===== src/rtl/st_header_adder_pkg.sv =====
// Shared types and elaboration-time helpers for the streaming header inserter.
package st_header_adder_pkg;

  typedef enum logic [1:0] {
    IDLE    = 2'd0,
    HEADER  = 2'd1,
    PAYLOAD = 2'd2
  } state_t;

  // Number of output beats needed to carry one header.
  function automatic int hdr_beats(input int header_size, input int data_width);
    return header_size / data_width;
  endfunction

  // Header beat counter width; one spare bit so HDR_BEATS itself is representable.
  function automatic int hdr_cnt_width(input int header_size, input int data_width);
    return $clog2(hdr_beats(header_size, data_width)) + 1;
  endfunction

endpackage


===== src/rtl/avalon_st_if.sv =====
// Minimal Avalon-ST bundle: valid/ready handshake with packet delimiters.
interface avalon_st_if #(
  parameter int DATA_WIDTH = 16
) ();

  logic                  valid;
  logic                  ready;
  logic [DATA_WIDTH-1:0] data;
  logic                  sop;
  logic                  eop;

  modport slave  (input valid, input data, input sop, input eop, output ready);
  modport master (output valid, output data, output sop, output eop, input ready);

endinterface


===== src/rtl/st_out_reg.sv =====
// Single-beat registered output stage. Accepts a new beat whenever it is empty
// or its current beat is being taken downstream in the same cycle.
module st_out_reg #(
  parameter int DATA_WIDTH = 16
) (
  input  logic                  clk,
  input  logic                  rst,
  input  logic                  ld_valid,
  input  logic [DATA_WIDTH-1:0] ld_data,
  input  logic                  ld_sop,
  input  logic                  ld_eop,
  output logic                  load,
  output logic                  out_valid,
  output logic [DATA_WIDTH-1:0] out_data,
  output logic                  out_sop,
  output logic                  out_eop,
  input  logic                  out_ready
);

  assign load = !out_valid || out_ready;

  // Hold the beat under backpressure; replace it (or go empty) when it moves on.
  // NOTE: clocked state uses non-blocking assignments so every register samples
  // pre-edge values regardless of statement order.
  always_ff @(posedge clk) begin
    if (rst) begin
      // NOTE: the data path is reset as well; it is a handful of flops, not a
      // memory, and a known idle value on the bus eases downstream debug.
      out_valid <= 1'b0;
      out_data  <= '0;
      out_sop   <= 1'b0;
      out_eop   <= 1'b0;
    end else if (load) begin
      out_valid <= ld_valid;
      if (ld_valid) begin
        out_data <= ld_data;
        out_sop  <= ld_sop;
        out_eop  <= ld_eop;
      end
    end
  end

endmodule


===== src/rtl/st_header_adder.sv =====
// Streaming header inserter: emits a programmable header (MSB slice first)
// ahead of every input packet, then passes the payload through unchanged.
module st_header_adder
  import st_header_adder_pkg::*;
#(
  parameter int DATA_WIDTH  = 16,
  parameter int HEADER_SIZE = 16
) (
  input  logic                   clk,
  input  logic                   rst,
  avalon_st_if.slave             data_in,
  input  logic [HEADER_SIZE-1:0] header_data,
  input  logic                   header_vld,
  avalon_st_if.master            data_out
);

  localparam int HDR_BEATS = hdr_beats(HEADER_SIZE, DATA_WIDTH);
  localparam int CNT_W     = hdr_cnt_width(HEADER_SIZE, DATA_WIDTH);

  if (HEADER_SIZE <= 0 || (HEADER_SIZE % DATA_WIDTH) != 0) begin : g_bad_cfg
    $error("st_header_adder: HEADER_SIZE must be a nonzero multiple of DATA_WIDTH");
  end

  state_t                 state;
  logic [HEADER_SIZE-1:0] header_reg;
  logic [HEADER_SIZE-1:0] hdr_shift;
  logic [CNT_W-1:0]       hdr_cnt;

  logic                  load;
  logic                  ld_valid;
  logic [DATA_WIDTH-1:0] ld_data;
  logic                  ld_sop;
  logic                  ld_eop;
  logic                  in_ready;

  // Header value register; may be rewritten at any time, used at next packet start.
  always_ff @(posedge clk) begin
    if (rst) begin
      header_reg <= '0;
    end else if (header_vld) begin
      header_reg <= header_data;
    end
  end

  // Packet sequencer: snapshot the header on sop, walk its slices, then stream payload.
  always_ff @(posedge clk) begin
    if (rst) begin
      state     <= IDLE;
      hdr_shift <= '0;
      hdr_cnt   <= '0;
    end else begin
      case (state)
        IDLE: begin
          if (data_in.valid && data_in.sop && load) begin
            hdr_shift <= header_reg << DATA_WIDTH;
            hdr_cnt   <= CNT_W'(1);
            state     <= (HDR_BEATS == 1) ? PAYLOAD : HEADER;
          end
        end
        HEADER: begin
          if (load) begin
            hdr_shift <= hdr_shift << DATA_WIDTH;
            hdr_cnt   <= hdr_cnt + CNT_W'(1);
            if (hdr_cnt == CNT_W'(HDR_BEATS - 1)) begin
              state <= PAYLOAD;
            end
          end
        end
        PAYLOAD: begin
          if (data_in.valid && load && data_in.eop) begin
            state <= IDLE;
          end
        end
        default: state <= IDLE;
      endcase
    end
  end

  // Select what the output register loads next and whether the input is consumed.
  // NOTE: every output gets a default before the case so no path infers a latch.
  always_comb begin
    ld_valid = 1'b0;
    ld_data  = '0;
    ld_sop   = 1'b0;
    ld_eop   = 1'b0;
    in_ready = 1'b0;
    case (state)
      IDLE: begin
        // Stray non-sop beats are swallowed; the sop beat waits for PAYLOAD.
        in_ready = data_in.valid && !data_in.sop;
        if (data_in.valid && data_in.sop) begin
          ld_valid = 1'b1;
          ld_data  = header_reg[HEADER_SIZE-1 -: DATA_WIDTH];
          ld_sop   = 1'b1;
        end
      end
      HEADER: begin
        ld_valid = 1'b1;
        ld_data  = hdr_shift[HEADER_SIZE-1 -: DATA_WIDTH];
      end
      PAYLOAD: begin
        in_ready = load;
        ld_valid = data_in.valid;
        ld_data  = data_in.data;
        ld_eop   = data_in.eop;
      end
      default: ;
    endcase
  end

  assign data_in.ready = in_ready;

  st_out_reg #(
    .DATA_WIDTH(DATA_WIDTH)
  ) u_out_reg (
    .clk      (clk),
    .rst      (rst),
    .ld_valid (ld_valid),
    .ld_data  (ld_data),
    .ld_sop   (ld_sop),
    .ld_eop   (ld_eop),
    .load     (load),
    .out_valid(data_out.valid),
    .out_data (data_out.data),
    .out_sop  (data_out.sop),
    .out_eop  (data_out.eop),
    .out_ready(data_out.ready)
  );

endmodule


===== src/flat_wrapper.sv =====
// flat-port wrapper written by rule: the top's interface ports become plain ports
module st_header_adder_flat import st_header_adder_pkg::*;
#(
  parameter int DATA_WIDTH  = 16,
  parameter int HEADER_SIZE = 16
)
  (clk, rst, header_data, header_vld, data_in_valid, data_in_data, data_in_sop, data_in_eop, data_in_ready, data_out_valid, data_out_data, data_out_sop, data_out_eop, data_out_ready);
  avalon_st_if #(.DATA_WIDTH(DATA_WIDTH)) data_in_i ();
  avalon_st_if #(.DATA_WIDTH(DATA_WIDTH)) data_out_i ();
  input  logic clk;
  input  logic rst;
  input  logic [HEADER_SIZE-1:0] header_data;
  input  logic header_vld;
  input wire logic [$bits(data_in_i.valid)-1:0] data_in_valid;
  input wire logic [$bits(data_in_i.data)-1:0] data_in_data;
  input wire logic [$bits(data_in_i.sop)-1:0] data_in_sop;
  input wire logic [$bits(data_in_i.eop)-1:0] data_in_eop;
  output wire logic [$bits(data_in_i.ready)-1:0] data_in_ready;
  output wire logic [$bits(data_out_i.valid)-1:0] data_out_valid;
  output wire logic [$bits(data_out_i.data)-1:0] data_out_data;
  output wire logic [$bits(data_out_i.sop)-1:0] data_out_sop;
  output wire logic [$bits(data_out_i.eop)-1:0] data_out_eop;
  input wire logic [$bits(data_out_i.ready)-1:0] data_out_ready;
  assign data_in_i.valid = data_in_valid;
  assign data_in_i.data = data_in_data;
  assign data_in_i.sop = data_in_sop;
  assign data_in_i.eop = data_in_eop;
  assign data_in_ready = data_in_i.ready;
  assign data_out_valid = data_out_i.valid;
  assign data_out_data = data_out_i.data;
  assign data_out_sop = data_out_i.sop;
  assign data_out_eop = data_out_i.eop;
  assign data_out_i.ready = data_out_ready;
  st_header_adder #(.DATA_WIDTH(DATA_WIDTH), .HEADER_SIZE(HEADER_SIZE)) u_core (.clk(clk), .rst(rst), .data_in(data_in_i), .header_data(header_data), .header_vld(header_vld), .data_out(data_out_i));
endmodule

===== config.mk =====
export PLATFORM = sky130hd
export DESIGN_NAME = st_header_adder_flat
export DESIGN_NICKNAME = d
export VERILOG_FILES = /design/src/rtl/st_header_adder_pkg.sv /design/src/rtl/avalon_st_if.sv /design/src/rtl/st_out_reg.sv /design/src/rtl/st_header_adder.sv /design/src/flat_wrapper.sv
export SDC_FILE = /design/constraint.sdc
export NUM_CORES = 1
export LEC_CHECK = 0
export BUFFER_PORTS_ARGS = -buffer_cell sky130_fd_sc_hd__buf_2
export CELL_PAD_IN_SITES_DETAIL_PLACEMENT = 1
export CELL_PAD_IN_SITES_GLOBAL_PLACEMENT = 1
export CORE_MARGIN = 2
export CORE_UTILIZATION = 34
export CTS_BUF_LIST = sky130_fd_sc_hd__clkbuf_4 sky130_fd_sc_hd__clkbuf_8 sky130_fd_sc_hd__clkbuf_16
export CTS_CLUSTER_SIZE = 28
export DETAILED_ROUTE_END_ITERATION = 8
export PLACE_DENSITY_LB_ADDON = 0.1
export SLEW_MARGIN = 5
export SYNTH_ARGS = -nofsm -noshare
export SYNTH_HDL_FRONTEND = slang
export SYNTH_HIERARCHICAL = 1
export SYNTH_SLANG_ARGS = --single-unit

===== constraint.sdc =====
create_clock -name clk -period 1.2 [get_ports clk]
set_input_delay 0.06 -clock clk [delete_from_list [all_inputs] [get_ports clk]]
set_output_delay 0.06 -clock clk [all_outputs]
set_load 0.01 [all_outputs]

==> flow_summary_export.csv, run 1 <==
group,metric,value,unit
outcome,outcome,"completed",
power,leakagePower,1.046,nW
global_routing,global_route.overflow_total,0,
timing,worst_slew_pin_tran,0.3096,ns
setup_path,worst_path_dominant_cell_family,"flip-flops",
setup_path,worst_setup_path_end_kind,"output port",
drt,drt_iter0_drc,54,
placed_design,placement.io_buffers,58,
drt,vias,1582,
drt,detailedRoute.firstPassIterationCount,4,
clock_tree,clock-sinks,36,
clock_tree,cts-htree-levels,2,
setup_path,critPathKind,"register to output port",
die,ioPinCount,59,
synth,synth_top_flop_cell,"dfxtp_1",
finish,register_area,725.7,um2
power,peak_supply_drop,444.7,uV
finish,multiInputGateArea,0.001040,mm2
drt,avgRoutedWirePerCell,13.74,um
setup_path,timing.critical_path.buf_inv,2,
drt,drcViolationCount,0,
timing,timing.final.max_slew_violations,0,
timing,finalCriticalPeriod,1.194,ns
power,sw_frac_of_total,26.53,%
die,die_w,80.11,um
finish,layout.cells.most_common,"buf_2",
synth,ys.warnings.count,6,
setup_path,r2r_start,"u_core/u_out_reg/out_valid",
synth,synthArstFlopShare,0,%
power,power.switching,0.0006855,W
timing,post-route-period-util,99.52,%
synth,synth_fp_nets,243,
placed_design,placed_cell_area,0.002310,mm2
global_routing,grt_util_all_layers,15.37,%
clock_tree,tritoncts.num_buffers,5,
power,pwr-share-clk,31.9,%
die,coreArea,0.005540,mm2
global_routing,initial_antenna_violation_count,0,
die,floorplan.initialDensity,35.55,%
synth,syn-instance-count,204,
power,power.density,1047,mW/mm2
clock_tree,clk_path_buf_depth,2,
synth,synth.yosys.seq_area_share,36.59,%
setup_path,worst-endpoint-arrival,1.13,ns
die,dieArea,0.006417,mm2
finish,areaGrowthSynthToFinish,25.35,%
setup_path,slowest_stage,"dfxtp_4",
power,combinationalPowerShare,18.6,%
die,placement_rows,27,
finish,fillerInstances,682,
timing,rsz0062_at_grt,"yes",
placed_design,routabilityCongestion,0.6820,
job,count_of_maximum_capacitance_violations,0,
clock_tree,ctsHoldBuffers,0,
finish,final_cell_mix,"buf_2, dfxtp_1",
setup_path,timing.critical_path.cells,"buf_12 > a22o_1 > buf_2",
drt,wl,4.657,mm
timing,finalHoldViolCount,0,
setup_path,slowest_delay,0.36,ns
min_path,hold_crit_start,"header_data[4]",
setup_path,cp_max_fo,13,
timing,maxClockFrequency,837.4,MHz
setup_path,crit_required,1.14,ns
finish,final_nets,306,
finish,layout-drive-gt1-share,47.19,%
clock_tree,clk-insertion-delay-late,0.29,ns
power,internal-power,0.001899,W
timing,finalSetupTns,0,ns
drt,vias_per_cell,4.667,
timing,final.setup_skew,0.006702,ns
clock_tree,cts.clk_slew.worst_paths,0.07,ns
clock_tree,cts_root_buf,"clkbuf_8",
synth,postSynthRegisterBits,36,
min_path,hp-class,"input pin to register",
timing,worst_relative_slew_slack,79.14,%
synth,synth_enable_flop_cells,0,
power,p_seq_share,49.5,%
finish,design_area,0.002469,mm2
global_routing,grt_pass1_wl,7.638,mm
setup_path,cp-start-kind,"register",
setup_path,cp-startpoint,"u_core/state[1]",
synth,synth_area,0.001969,mm2
timing,finalSetupViolations,0,
global_routing,first_global_vias,1549,
die,chipHeight,80.11,um
drt,antenna_violating_nets_remaining,0,
synth,synthDistinctLibCells,24,
clock_tree,cts_tree,"yes",
global_routing,largest_net_degree_at_the_start_of_global_routing,29,
synth,syn_avg_cell_area,9.654,um2
placed_design,hpwlAfterDp,3.354,mm
finish,antenna_cells,0,
synth_stat cells, types with 2 or more instances:
cell | number | area [um2]
buf_12 | 3 | 60.06
buf_4 | 6 | 45.04
nand2_1 | 17 | 63.81
nand3_1 | 16 | 80.08
buf_2 | 4 | 20.02
o21ai_0 | 13 | 65.06
nor2_1 | 19 | 71.32
o21ai_1 | 3 | 15.01
clkbuf_1 | 2 | 7.510
buf_6 | 6 | 67.56
dfxtp_1 | 36 | 720.7
mux2i_1 | 16 | 160.2
nand3_2 | 18 | 180.2
a21oi_2 | 18 | 157.7
a21bo_1 | 18 | 180.2
path summary, 6_finish.rpt:
path	end	slack, ns	depth (start not counted)
min reg2reg	u_core/header_reg[15]	0.50	2
min	u_core/header_reg[4]	0.008	3
max reg2reg	u_core/u_out_reg/out_data[14]	0.07	5
max	data_in_ready	0.006	3
power groups by stage:
stage                     Clock (W)  Sequential, W  Combinational, W
final                      0.000824        0.00128          0.000481
after global routing       0.000928        0.00129          0.000530
after CTS                  0.000871        0.00128          0.000472
after detailed placement          0        0.00130          0.000449
after global placement            0        0.00130          0.000443
after floorplan                   0        0.00130          0.000310
tightest hold or removal path, cell delays in order:
cell     delay (ns)
buf_2          0.07
mux2i_1        0.06
nor2_1         0.07
logic make-up (layout without fill, tap and decap cells):
kind of cell	Yosys count	in the layout	synth area share, %
flip-flops	36	36	36.59
multiplexers	16	16	8.132
buffers and inverters	23	86	11.12
AO/OA/AOI/OAI	56	56	22.74
AND/OR/NAND/NOR	73	73	21.41
layer usage:
| layer | global-route usage, % | wire length [um] |
|---|---|---|
| met5 | 0 | 0 |
| met3 | 3.933 | 214 |
| met4 | 5.085 | 60 |
| met1 | 22.84 | 2441 |
| met2 | 21.33 | 1941 |
what timing repair did:
action / CTS / global route
endpoints found under the setup margin: 1 / 7
gates resized for setup: 2 / 10
buffers inserted: 4 / 4
gates cloned: 1 / 0
final cells by class:
type                            instances  area share, %
Multi-Input combinational cell        145          42.12
Sequential cell                        36          29.40
Timing Repair Buffer                   78          21.39
Tap cell                               72          3.649
Clock buffer                            6          3.092
Clock inverter                          1         0.2027
Inverter                                1         0.1521
metrics by stage:
stage                     instances  power (W)  util, %  hold WS [ns]  setup slack, ns
after global routing            339   0.002743    44.56       0.01097         -0.02960
final                           339   0.002584    44.56      0.008187         0.005803
after floorplan                 204   0.001613        -        0.2071         0.006748
after detailed placement        324   0.001753    41.69        0.3072          0.06248
after CTS                       335   0.002623    43.97      0.003128         -0.01339
after global placement          324   0.001747    41.69        0.2934           0.1035
No activity file was read; power rests on OpenSTA's default activity.
==> run 2, diff against run 1 <==
Settings changed: PLACE_DENSITY_LB_ADDON 0.1 to 0.2.
==> flow_summary_export.csv, run 2 (same netlist as run 1, synthesis figures left out) <==
group,metric,value,unit
finish,final_cell_mix,"buf_2, dfxtp_1",
setup_path,cp_max_fo,2,
placed_design,hpwlAfterDp,3.432,mm
timing,finalCriticalPeriod,1.216,ns
power,leakagePower,1.040,nW
die,coreArea,0.005540,mm2
drt,wirelength_met1,2.441,mm
timing,final.setup_skew,0.001924,ns
timing,finalSetupViolations,1,
drt,met2_length,2.114,mm
global_routing,global_route.overflow_total,0,
die,dieArea,0.006417,mm2
timing,rsz0062_at_grt,"yes",
placed_design,placed_cell_area,0.002317,mm2
finish,layout-drive-gt1-share,46.97,%
min_path,hp-class,"input pin to register",
global_routing,largest_net_degree_at_the_start_of_global_routing,27,
drt,vias,1594,
global_routing,grt_util_all_layers,15.55,%
clock_tree,cts-htree-levels,2,
drt,avgRoutedWirePerCell,14.17,um
die,die_w,80.11,um
power,power.density,1075,mW/mm2
die,placement_rows,27,
timing,finalWorstSetupSlack,-0.01579,ns
clock_tree,tritoncts.num_buffers,5,
job,count_of_maximum_capacitance_violations,0,
global_routing,first_global_vias,1590,
finish,design_area,0.002486,mm2
clock_tree,cts_tree,"yes",
drt,met3WireLength,164,um
setup_path,worst_setup_path_end_kind,"output port",
die,chipHeight,80.11,um
timing,finalHoldViolCount,0,
clock_tree,cts_root_buf,"clkbuf_8",
power,peak_supply_drop,622.8,uV
global_routing,initial_antenna_violation_count,0,
finish,areaGrowthSynthToFinish,26.24,%
outcome,outcome,"finished, violations left",
placed_design,routabilityCongestion,0.7265,
setup_path,critPathKind,"register to output port",
drt,vias_per_cell,4.744,
drt,wl,4.761,mm
timing,finalSetupTns,-0.01579,ns
timing,timing.final.max_slew_violations,0,
placed_design,placement.io_buffers,58,
timing,worst_slew_pin_tran,0.3199,ns
clock_tree,clk_path_buf_depth,2,
die,ioPinCount,59,
finish,layout.cells.most_common,"buf_2",
drt,drcViolationCount,0,
setup_path,worst-endpoint-arrival,1.16,ns
drt,drt_iter0_drc,82,
timing,maxClockFrequency,822.5,MHz
outcome,failed_checks,"setup timing",
die,floorplan.initialDensity,35.55,%
timing,worst_relative_slew_slack,78.67,%
finish,final_nets,302,
clock_tree,clk-insertion-delay-late,0.28,ns
finish,fillerInstances,680,
clock_tree,cts.clk_slew.worst_paths,0.07,ns
finish,antenna_cells,0,
drt,detailedRoute.firstPassIterationCount,3,
timing,post-route-period-util,101.3,%
drt,antenna_violating_nets_remaining,0,
setup_path,cp-start-kind,"register",
global_routing,grt_pass1_wl,7.748,mm
drt,top_sig_layer,"met4",
setup_path,crit_required,1.14,ns
clock_tree,clock-sinks,36,
## run 2: cell types whose count changed in the layout (fill, tap and decap cells not counted), sizes merged
cell and change:
clkinv -1, bufbuf -1, clkbuf +2, buf -3
## run 2: path summary, 6_finish.rpt
path                            slack, ns                            to                       start  cells after the start
worst max register to register       0.07  u_core/u_out_reg/out_data[3]  u_core/u_out_reg/out_valid                      5
worst min register to register       0.50          u_core/header_reg[9]        u_core/header_reg[9]                      2
worst min-delay path                 0.01          u_core/header_reg[9]              header_data[9]                      3
worst max-delay path                -0.02                 data_in_ready  u_core/u_out_reg/out_valid                      4
## run 2: repair_timing
action / CTS / global route
gates resized for setup: 2 / 6
pin swaps: 1 / 0
setup endpoints to repair: 1 / 2
buffers inserted: 2 / 0
hold buffers: 0 / 0
gates cloned: 1 / 0
## run 2: per-layer routing
metal / GRT usage [%] / vias to the layer above
met4: 4.068 / 0
met5: 0 / -
met1: 22.17 / 735
li1: - / 824
met3: 3.371 / 5
met2: 23.67 / 30
## run 2: report_power, final
part           internal (W)  total [W]  switching, W
registers           0.00125    0.00128     0.0000326
logic              0.000224   0.000475      0.000251
clock network      0.000513   0.000918      0.000405
total               0.00198    0.00267      0.000689
## run 2: critical path: stages, from the launching register on
cell	delay, ns
dfxtp_2	0.35
nand2b_4	0.07
buf_12	0.12
a22o_1	0.20
buf_2	0.14
## run 2: area by class of cell
class / count / area (um2) / area share [%]
Tap cell: 72 / 90.09 / 3.624
Inverter: 1 / 3.754 / 0.1510
Timing Repair Buffer: 74 / 509.2 / 20.48
Multi-Input combinational cell: 145 / 1060 / 42.63
Clock buffer: 8 / 97.59 / 3.926
Sequential cell: 36 / 725.7 / 29.19
## run 2: metrics by stage
| stage | setup slack (ns) | hold slack [ns] | cells | total power, W | util [%] |
|---|---|---|---|---|---|
| 3_3_place_gp | 0.09095 | 0.2931 | 325 | 0.001752 | 41.82 |
| 6_report | -0.01579 | 0.01471 | 336 | 0.002673 | 44.87 |
| 4_1_cts | -0.03571 | 0.009909 | 336 | 0.002709 | 44.49 |
| 3_5_place_dp | 0.04479 | 0.3071 | 325 | 0.001757 | 41.82 |
| 5_1_grt | -0.06649 | 0.02181 | 336 | 0.002823 | 44.87 |
| 2_1_floorplan | 0.006748 | 0.2071 | 204 | 0.001613 | - |
